[config.mk]
export PLATFORM = sky130hd
export DESIGN_NAME = mesh_result_serializer
export DESIGN_NICKNAME = d
export VERILOG_FILES = /design/src/rtl/mesh_result_serializer.sv
export SDC_FILE = /design/constraint.sdc
export NUM_CORES = 1
export LEC_CHECK = 0
export BUFFER_PORTS_ARGS = -buffer_cell sky130_fd_sc_hd__clkbuf_2
export CAP_MARGIN = 25
export CORE_ASPECT_RATIO = 0.8
export CORE_UTILIZATION = 52
export DETAILED_ROUTE_END_ITERATION = 8
export GPL_TIMING_DRIVEN = 0
export PLACE_DENSITY = 0.79
export SLEW_MARGIN = 30
export SYNTH_ARGS = -nofsm -noshare
export SYNTH_HDL_FRONTEND = slang
export SYNTH_SLANG_ARGS = --single-unit
[constraint.sdc]
create_clock -name clock -period 2.04 [get_ports clock]
set_clock_uncertainty 0.15 [all_clocks]
set_input_delay 0.612 -clock clock [delete_from_list [all_inputs] [get_ports clock]]
set_output_delay 0.612 -clock clock [all_outputs]
set_load 0.02 [all_outputs]
[src/rtl/mesh_result_serializer.sv]
// Drains result words from the mesh wrapper FIFO with one-word read pulses
// and streams each word MSB byte first over a valid/ready byte port.
module mesh_result_serializer #(
  parameter int DATA_WIDTH     = 32,
  parameter int TIMEOUT_CYCLES = 8,
  parameter int CNT_WIDTH      = 16
) (
  input  logic                  clock,
  input  logic                  RST,
  input  logic                  enable,
  output logic                  cmd,
  input  logic [DATA_WIDTH-1:0] mesh_data,
  input  logic                  mesh_valid,
  output logic [7:0]            byte_data,
  output logic                  byte_valid,
  input  logic                  byte_ready,
  output logic [CNT_WIDTH-1:0]  word_count,
  output logic                  timeout_err,
  output logic                  drop_err,
  output logic                  busy
);

  localparam int NB = DATA_WIDTH / 8;
  localparam int IW = (NB > 1) ? $clog2(NB) : 1;
  localparam int TW = $clog2(TIMEOUT_CYCLES);
  localparam logic [TW-1:0] T_LAST = TW'(TIMEOUT_CYCLES - 1);
  localparam logic [IW-1:0] I_LAST = IW'(NB - 1);

  typedef enum logic [1:0] {
    S_IDLE,
    S_REQ,
    S_WAIT,
    S_SEND
  } state_t;

  state_t                 state_q, state_d;
  logic [TW-1:0]          timer_q, timer_d;
  logic [IW-1:0]          idx_q, idx_d;
  logic [DATA_WIDTH-1:0]  shift_q, shift_d;
  logic [CNT_WIDTH-1:0]   count_q, count_d;
  logic                   drop_q, drop_d;

  always_comb begin
    state_d     = state_q;
    timer_d     = timer_q;
    idx_d       = idx_q;
    shift_d     = shift_q;
    count_d     = count_q;
    drop_d      = drop_q;
    cmd         = 1'b0;
    byte_valid  = 1'b0;
    timeout_err = 1'b0;

    // Only a word arriving in WAIT was asked for; anything else is lost.
    if (mesh_valid && (state_q != S_WAIT)) begin
      drop_d = 1'b1;
    end

    unique case (state_q)
      S_IDLE: begin
        if (enable) begin
          state_d = S_REQ;
        end
      end
      S_REQ: begin
        cmd     = 1'b1;
        timer_d = '0;
        state_d = S_WAIT;
      end
      S_WAIT: begin
        if (mesh_valid) begin
          shift_d = mesh_data;
          idx_d   = '0;
          state_d = S_SEND;
        end else if (timer_q == T_LAST) begin
          timeout_err = 1'b1;
          state_d     = enable ? S_REQ : S_IDLE;
        end else begin
          timer_d = timer_q + 1'b1;
        end
      end
      S_SEND: begin
        byte_valid = 1'b1;
        if (byte_ready) begin
          shift_d = shift_q << 8;
          idx_d   = idx_q + 1'b1;
          if (idx_q == I_LAST) begin
            count_d = count_q + 1'b1;
            state_d = enable ? S_REQ : S_IDLE;
          end
        end
      end
      default: state_d = S_IDLE;
    endcase
  end

  assign byte_data  = (state_q == S_SEND) ?
                      shift_q[DATA_WIDTH-1 -: 8] : 8'h00;
  assign busy       = (state_q != S_IDLE);
  assign word_count = count_q;
  assign drop_err   = drop_q;

  always_ff @(posedge clock) begin
    if (!RST) begin
      state_q <= S_IDLE;
      timer_q <= '0;
      idx_q   <= '0;
      shift_q <= '0;
      count_q <= '0;
      drop_q  <= 1'b0;
    end else begin
      state_q <= state_d;
      timer_q <= timer_d;
      idx_q   <= idx_d;
      shift_q <= shift_d;
      count_q <= count_d;
      drop_q  <= drop_d;
    end
  end

endmodule

After elaboration in Yosys (flattened, before gate mapping)
Cells that the tools add are included.
- register bits after elaboration: 56
- input port bits: 37
- output and inout bits: 29
- logic and storage cells: 53
- add/subtract/negate cells: 3
- equal/unequal tests: 13
- multiplexer cells: 22
- reductions and logical operators: 9
- operators by type and width (kind ; number):
    32-bit two-way mux ; 2
    32-bit case mux with 2 select lines ; 1
    16-bit by 1-bit adder with 16-bit output (second input constant) ; 1
    2-bit two-way mux ; 7
    2-bit inequality test (second input constant) ; 7
    3-bit AND reduction ; 3
    8-bit two-way mux ; 1
    2-bit case mux with 4 select lines ; 1
    2-bit == test (second input constant) ; 3
    1-bit two-way mux ; 6
    3-bit two-way mux ; 2
    3-bit case mux with 2 select lines ; 1
    2-bit nonzero test ; 3
    2-bit case mux with 2 select lines ; 1
    4-bit AND reduction ; 1
    3-bit by 1-bit adder with 3-bit output (second input constant) ; 1
    3-bit == test (second input constant) ; 1
    3-bit inequality test (second input constant) ; 1
    2-bit by 1-bit adder with 2-bit output (second input constant) ; 1
    2-bit by 1-bit == test with 1-bit output (second input constant) ; 1
    2-bit zero test ; 1
    1-bit logical AND ; 1

Depth between registers and ports, before layout
Gate-level depths: netlist (run 1).
- word-level depth: 4
- mapped depth: 7
- gate-level depth less buffers: 6

Worst setup path after synthesis (run 1)
No wires, ideal clock.
- kind: input -> register
- start: input byte_ready
- end: register count_q[15] (netlist: word_count[15])
- setup time: 0.071 ns
- arrival time: 1.724 ns
- slack: 0.096 ns
- stages: 4
- buffers on the path: 0
- path through: nand4_2 or3_4 or4_1 a21oi_1
- longest elaborated chain between the ends: 1
- RTL lines (what ; RTL line ; source):
    start, declared ; 16 ; input logic byte_ready,
    3-bit AND reduction (no line) ; -- ;
    end signal, assigned ; 116 ; count_q <= count_d;
    end, declared ; 40 ; logic [CNT_WIDTH-1:0] count_q, count_d;
No other way between the ends.
A chain may end at the register's enable or synchronous reset.

Worst setup path after layout (run 1)
- start: register state_q[1]
- end: output byte_valid
- longest elaborated chain between the ends: 2
- RTL lines (what ; RTL line ; source):
    start, declared ; 36 ; state_t state_q, state_d;
    start signal, assigned ; 112 ; state_q <= state_d;
    2-bit == test ; 59 ; unique case (state_q)
    1-bit two-way mux ; 59 ;
    end, declared ; 15 ; output logic byte_valid,
No other way between the ends.

==> impl_metrics.tcl, run 1 <==
set metrics [dict create \
    status "finished clean" \
    grt_pass1_vias 2237 \
    max-vdd-ir-drop_v 0.000436 \
    synthCells 305 \
    path_depth 5 \
    num_vias 2460 \
    yosysTopAreaCellShare_pct 45.2 \
    cp_cell_sequence "buf_4 > nand2_4 > inv_2 > buf_6 > buf_4" \
    first_iter_violations 156 \
    path_clk_slew_ps 100 \
    hold_start "idx_q[1]$_SDFFE_PN0P_" \
    clk_latency_ps 310 \
    crit_path_start_kind "flop" \
    critPathSlowestCell "dfxtp_4" \
    whs_path_depth 2 \
    crit_buf_inv 4 \
    hold_buffers 0 \
    cp.arrival_ps 1250 \
    crit_top_cell "buf_4" \
    place_inst 430 \
    total_leakage_power_nw 1.38 \
    synth_edf_count 0 \
    detailedPlace.worstSlack_ps -309 \
    drc 0 \
    h-tree-depth 2 \
    num-nets-final 433 \
    crit_path_start "state_q[1]$_SDFFE_PN0P_" \
    cp_top_family "buffers and inverters" \
    synthTopCellsByArea "dfxtp_1, a311oi_1, nand2_1" \
    cts.sinks 56 \
    fp.dieH_um 63.8 \
    ant_nets 0 \
    io_pins 66 \
    async_flop_share_pct 0 \
    rsz0062_at_grt "yes" \
    synth_top_area_cell "dfxtp_1" \
    synth_nets 346 \
    avgSynthCellArea_um2 8.13 \
    first_pass_iters 5 \
    path_max_fanout 10 \
    cp_slowest_stage_delay_ps 360 \
    cts_buffers 5 \
    hp-class "flop to flop" \
    core_area_um2 4600 \
    ys_types 37 \
    report.final.slew_viol_count 0 \
    wl_per_cell_um 14.3 \
    setup_ws_ps 23.1 \
    num_antenna_cells 0 \
    cts_root_buf "clkbuf_8" \
    mostFrequentLayoutCells "clkbuf_2, nand2_1, dfxtp_1" \
    antenna_found_initial 0 \
    instances_no_fill 452 \
    gp_congestion 0.822 \
    drt-total-wl_um 6480 \
    rows 22 \
    setup_viol 0 \
    post-route-period-util_pct 98.9 \
    power_density_nw_per_um2 596 \
    cts_tree "done" \
    layout_min_cycle_time_ps 2020 \
    grt_use_total_pct 26.5 \
    end_kind "output port" \
    worst-slew-pin-transition_ps 527 \
    initial_core_util_pct 54.0 \
    r2r-start "idx_q[0]$_SDFFE_PN0P_" \
    dp_hpwl_um 4300 \
    ys_warn_count 0 \
    overflow 0 \
    cp.required_ps 1280 \
    grt_pass1_wl_um 10400 \
    grt_max_degree 16 \
    synthFlopType "dfxtp_1" \
    max-clock-path-buffers 2 \
    final_common_cell "clkbuf_2" \
    max_freq_mhz 496 \
    via_per_inst 5.44 \
    cap_violations 0 \
    drive_above_1_share_pct 30.4 \
    die_width_um 79.2 \
    syn2layout_area_growth_pct 32.1 \
    hold_viol_final 0 \
    crit_type "flop to output port" \
    dieArea_um2 5050 \
    slew_headroom_pct 64.8 \
    syn_area_um2 2480 \
    portBuffers 65 \
    reg2reg_depth 5 \
    yosysSeqAreaShare_pct 45.2 \
    r2r_setup_slack_ps 60 \
    ys_ff_latch 56 \
]
[flip-flops by register name, indices dropped and copies added (netlist names)]
signal	cells
shift_q	32
state_q	2
drop_err	1
word_count	16
idx_q	2
timer_q	3
[synth_stat cells, drive strengths merged, types with 2 or more instances]
library cell / count
a21oi: 13
a2bb2oi: 2
ha: 4
o21ai: 4
clkbuf: 17
nor2: 52
dfxtp: 56
a22oi: 8
nand2: 55
nand4: 4
or3: 6
inv: 6
a31oi: 2
a311oi: 24
nand3: 6
nor3: 5
nor4: 3
buf: 4
xnor2: 8
xor2: 2
and3: 8
nor2b: 3
nand2b: 4
[final cells by class]
type,count,area [um^2]
Clock inverter,1,5.00
Timing Repair Buffer,80,497
Multi-Input combinational cell,222,1350
Sequential cell,56,1130
Fill cell,357,1320
Inverter,6,22.5
Tap cell,60,75.1
Buffer,21,126
Clock buffer,6,72.6
[power breakdown]
group | switching (mW) | internal [mW] | total (mW) | leakage (nW)
combinational | 0.128 | 0.105 | 0.233 | 0.879
clock | 0.345 | 0.235 | 0.580 | 0.0410
sequential | 0.0173 | 1.12 | 1.14 | 0.455
total | 0.490 | 1.47 | 1.95 | 1.38
[what timing repair did]
item / in CTS / in global routing
endpoints found under the setup margin: 12 / 37
resized for setup: 31 / 41
cloned: 1 / 0
setup buffers: 11 / 3
pin swaps: 2 / 4
[through the flow]
step           utilization, %  total power, mW  setup TNS, ps  hold slack (ps)  instance area [um^2]
2_1_floorplan               -             1.28              0              286                  2480
3_3_place_gp             62.7             1.35          -4030              292                  2880
3_5_place_dp             62.7             1.35          -6280              306                  2880
4_1_cts                  68.8             1.94              0              319                  3160
5_1_grt                  71.3             2.04          -27.2              340                  3280
6_report                 71.3             1.95              0              325                  3280
[layer usage]
| layer | up-vias | global-route usage (%) | part of all wire (%) |
|---|---|---|---|
| li1 | 1245 | - | - |
| met1 | 1132 | 37.6 | 47 |
| met2 | 76 | 40.4 | 47 |
| met3 | 7 | 4.57 | 5.1 |
| met4 | 0 | 9.32 | 1.2 |
| met5 | - | 0 | 0 |
[kinds of logic (layout without fill, tap and decap cells)]
logic type                 Yosys count  after routing  synth area share, %
and+or+nand+nor                    151            151                 27.9
DFF                                 56             56                 45.2
AOI/OAI and AO/OA                   55             55                 16.2
buffers and inverters               27            114                 4.29
xor gates and xnor gates            10             10                 3.53
adders and majority gates            4              4                 2.02
muxes                                2              2                0.857
[worst reg2reg max path, delay by kind of cell (launching register included)]
family | cells | cell delay [ps]
simple gates | 3 | 1060
flops | 1 | 350
compound gates | 1 | 120
fa+ha+maj | 1 | 230
[final timing paths]
path	endpoint
setup / recovery	byte_valid
hold / removal	idx_q[1]$_SDFFE_PN0P_
setup reg to reg	word_count[15]$_SDFFE_PN0P_
hold reg to reg	idx_q[1]$_SDFFE_PN0P_
(Power assumes the default switching activity.)
==> run 2, diff against run 1 <==
--- a/config.mk
+++ b/config.mk
@@ -12,6 +12,7 @@
 export DETAILED_ROUTE_END_ITERATION = 8
 export GPL_TIMING_DRIVEN = 0
 export PLACE_DENSITY = 0.79
+export RECOVER_POWER = 25
 export SLEW_MARGIN = 30
 export SYNTH_ARGS = -nofsm -noshare
 export SYNTH_HDL_FRONTEND = slang
==> impl_metrics.tcl, run 2 (synthesized netlist as in run 1, its figures left out) <==
set metrics [dict create \
    rsz0062_at_grt "yes" \
    hold_viol_final 0 \
    die_width_um 79.2 \
    wl_per_cell_um 14.3 \
    initial_core_util_pct 54.0 \
    first_iter_violations 158 \
    top_register "shift_q" \
    grt_use_total_pct 26.5 \
    first_pass_iters 5 \
    instances_no_fill 452 \
    grt_pass1_wl_um 10400 \
    num-nets-final 433 \
    core_area_um2 4600 \
    num_antenna_cells 0 \
    cts_tree "done" \
    cts.sinks 56 \
    final_common_cell "nand2_1" \
    drc 0 \
    status "finished clean" \
    layout_min_cycle_time_ps 2020 \
    rows 22 \
    largest_register_ffs 32 \
    max-vdd-ir-drop_v 0.000435 \
    hold_start "idx_q[1]$_SDFFE_PN0P_" \
    cp_cell_sequence "buf_4 > nand2_4 > inv_2 > buf_6 > buf_4" \
    num_vias 2472 \
    antenna_found_initial 0 \
    report.final.slew_viol_count 0 \
    mostFrequentLayoutCells "nand2_1, dfxtp_1, nor2_1" \
    via_per_inst 5.47 \
    crit_path_start_kind "flop" \
    path_max_fanout 10 \
    max_freq_mhz 496 \
    crit_type "flop to output port" \
    cp.required_ps 1280 \
    drive_above_1_share_pct 27.0 \
    place_inst 430 \
    worst-slew-pin-transition_ps 523 \
    setup_viol 0 \
    path_clk_slew_ps 100 \
    io_pins 66 \
    fp.dieH_um 63.8 \
    slew_headroom_pct 65.1 \
    fin_area_um2 3260 \
    hp-class "flop to flop" \
    grt_max_degree 16 \
    cts_root_buf "clkbuf_8" \
    power_density_nw_per_um2 599 \
    overflow 0 \
    syn2layout_area_growth_pct 31.5 \
    post-route-period-util_pct 98.8 \
    ant_nets 0 \
    drt-total-wl_um 6480 \
    critPathSlowestCell "dfxtp_4" \
    portBuffers 65 \
    crit_top_cell "buf_4" \
    hold_buffers 0 \
    placedInstanceArea_um2 2880 \
    end_kind "output port" \
    grt_pass1_vias 2237 \
    clk_latency_ps 310 \
    gp_congestion 0.822 \
    whs_ps 325 \
    dp_hpwl_um 4300 \
    max-clock-path-buffers 2 \
    cp_slowest_stage_delay_ps 360 \
    nFillCells 367 \
    total_leakage_power_nw 1.34 \
    cts_buffers 5 \
    cp.arrival_ps 1250 \
    h-tree-depth 2 \
    dieArea_um2 5050 \
    cap_violations 0 \
    r2r-start "idx_q[0]$_SDFFE_PN0P_" \
    crit_path_start "state_q[1]$_SDFFE_PN0P_" \
]
run 2: cell count changes in the layout (fill, tap and decap cells not counted):
cell	change
clkbuf_1	+12
clkbuf_2	-12
inv_1	+1
inv_2	-1
run 2: repair_timing:
| action | in CTS | in global routing |
|---|---|---|
| pin swaps | 2 | 4 |
| setup buffers | 11 | 3 |
| resized for setup | 31 | 41 |
| endpoints found under the setup margin | 12 | 37 |
| cloned | 1 | 0 |
run 2: final cells by class:
type	instances	area, um^2	area share (%)
plain buffers	21	126	3.87
clock buffers	6	72.6	2.22
clock inverters	1	5.00	0.153
inverters	6	22.5	0.690
multi-input cells	222	1350	41.4
flip-flops and latches	56	1130	34.6
well taps	60	75.1	2.30
repair buffers	80	482	14.8
run 2: routing by layer:
metal | part of all wire (%) | global-route usage, %
met5 | 0 | 0
met4 | 1.1 | 9.32
met3 | 5.0 | 4.57
met2 | 47 | 40.4
met1 | 47 | 37.6
run 2: worst max-delay path: cells and delay by family (launching register included):
kind	cells	cell delay [ps]
flops	1	360
buf+inv	4	480
simple gates	1	100
run 2: metrics by stage:
step	util, %	power (mW)	setup TNS, ps	setup slack [ps]
finish	71.0	1.95	0	24.9
global route	71.0	2.04	-27.2	-19.1
CTS	68.8	1.94	0	0.0678
detailed placement	62.7	1.35	-6280	-309
global placement	62.7	1.35	-4030	-208
floorplan	-	1.28	0	95.9
run 2: final timing paths:
path / cells after the start / slack [ps] / end
setup / recovery: 5 / 20 / byte_valid
hold / removal: 2 / 330 / idx_q[1]$_SDFFE_PN0P_
setup reg to reg: 5 / 50 / word_count[15]$_SDFFE_PN0P_
hold reg to reg: 2 / 330 / idx_q[1]$_SDFFE_PN0P_
run 2: where the power goes:
group | total [mW] | switching, mW | internal [mW]
sequential | 1.14 | 0.0173 | 1.12
clock | 0.580 | 0.346 | 0.235
combinational | 0.232 | 0.127 | 0.105
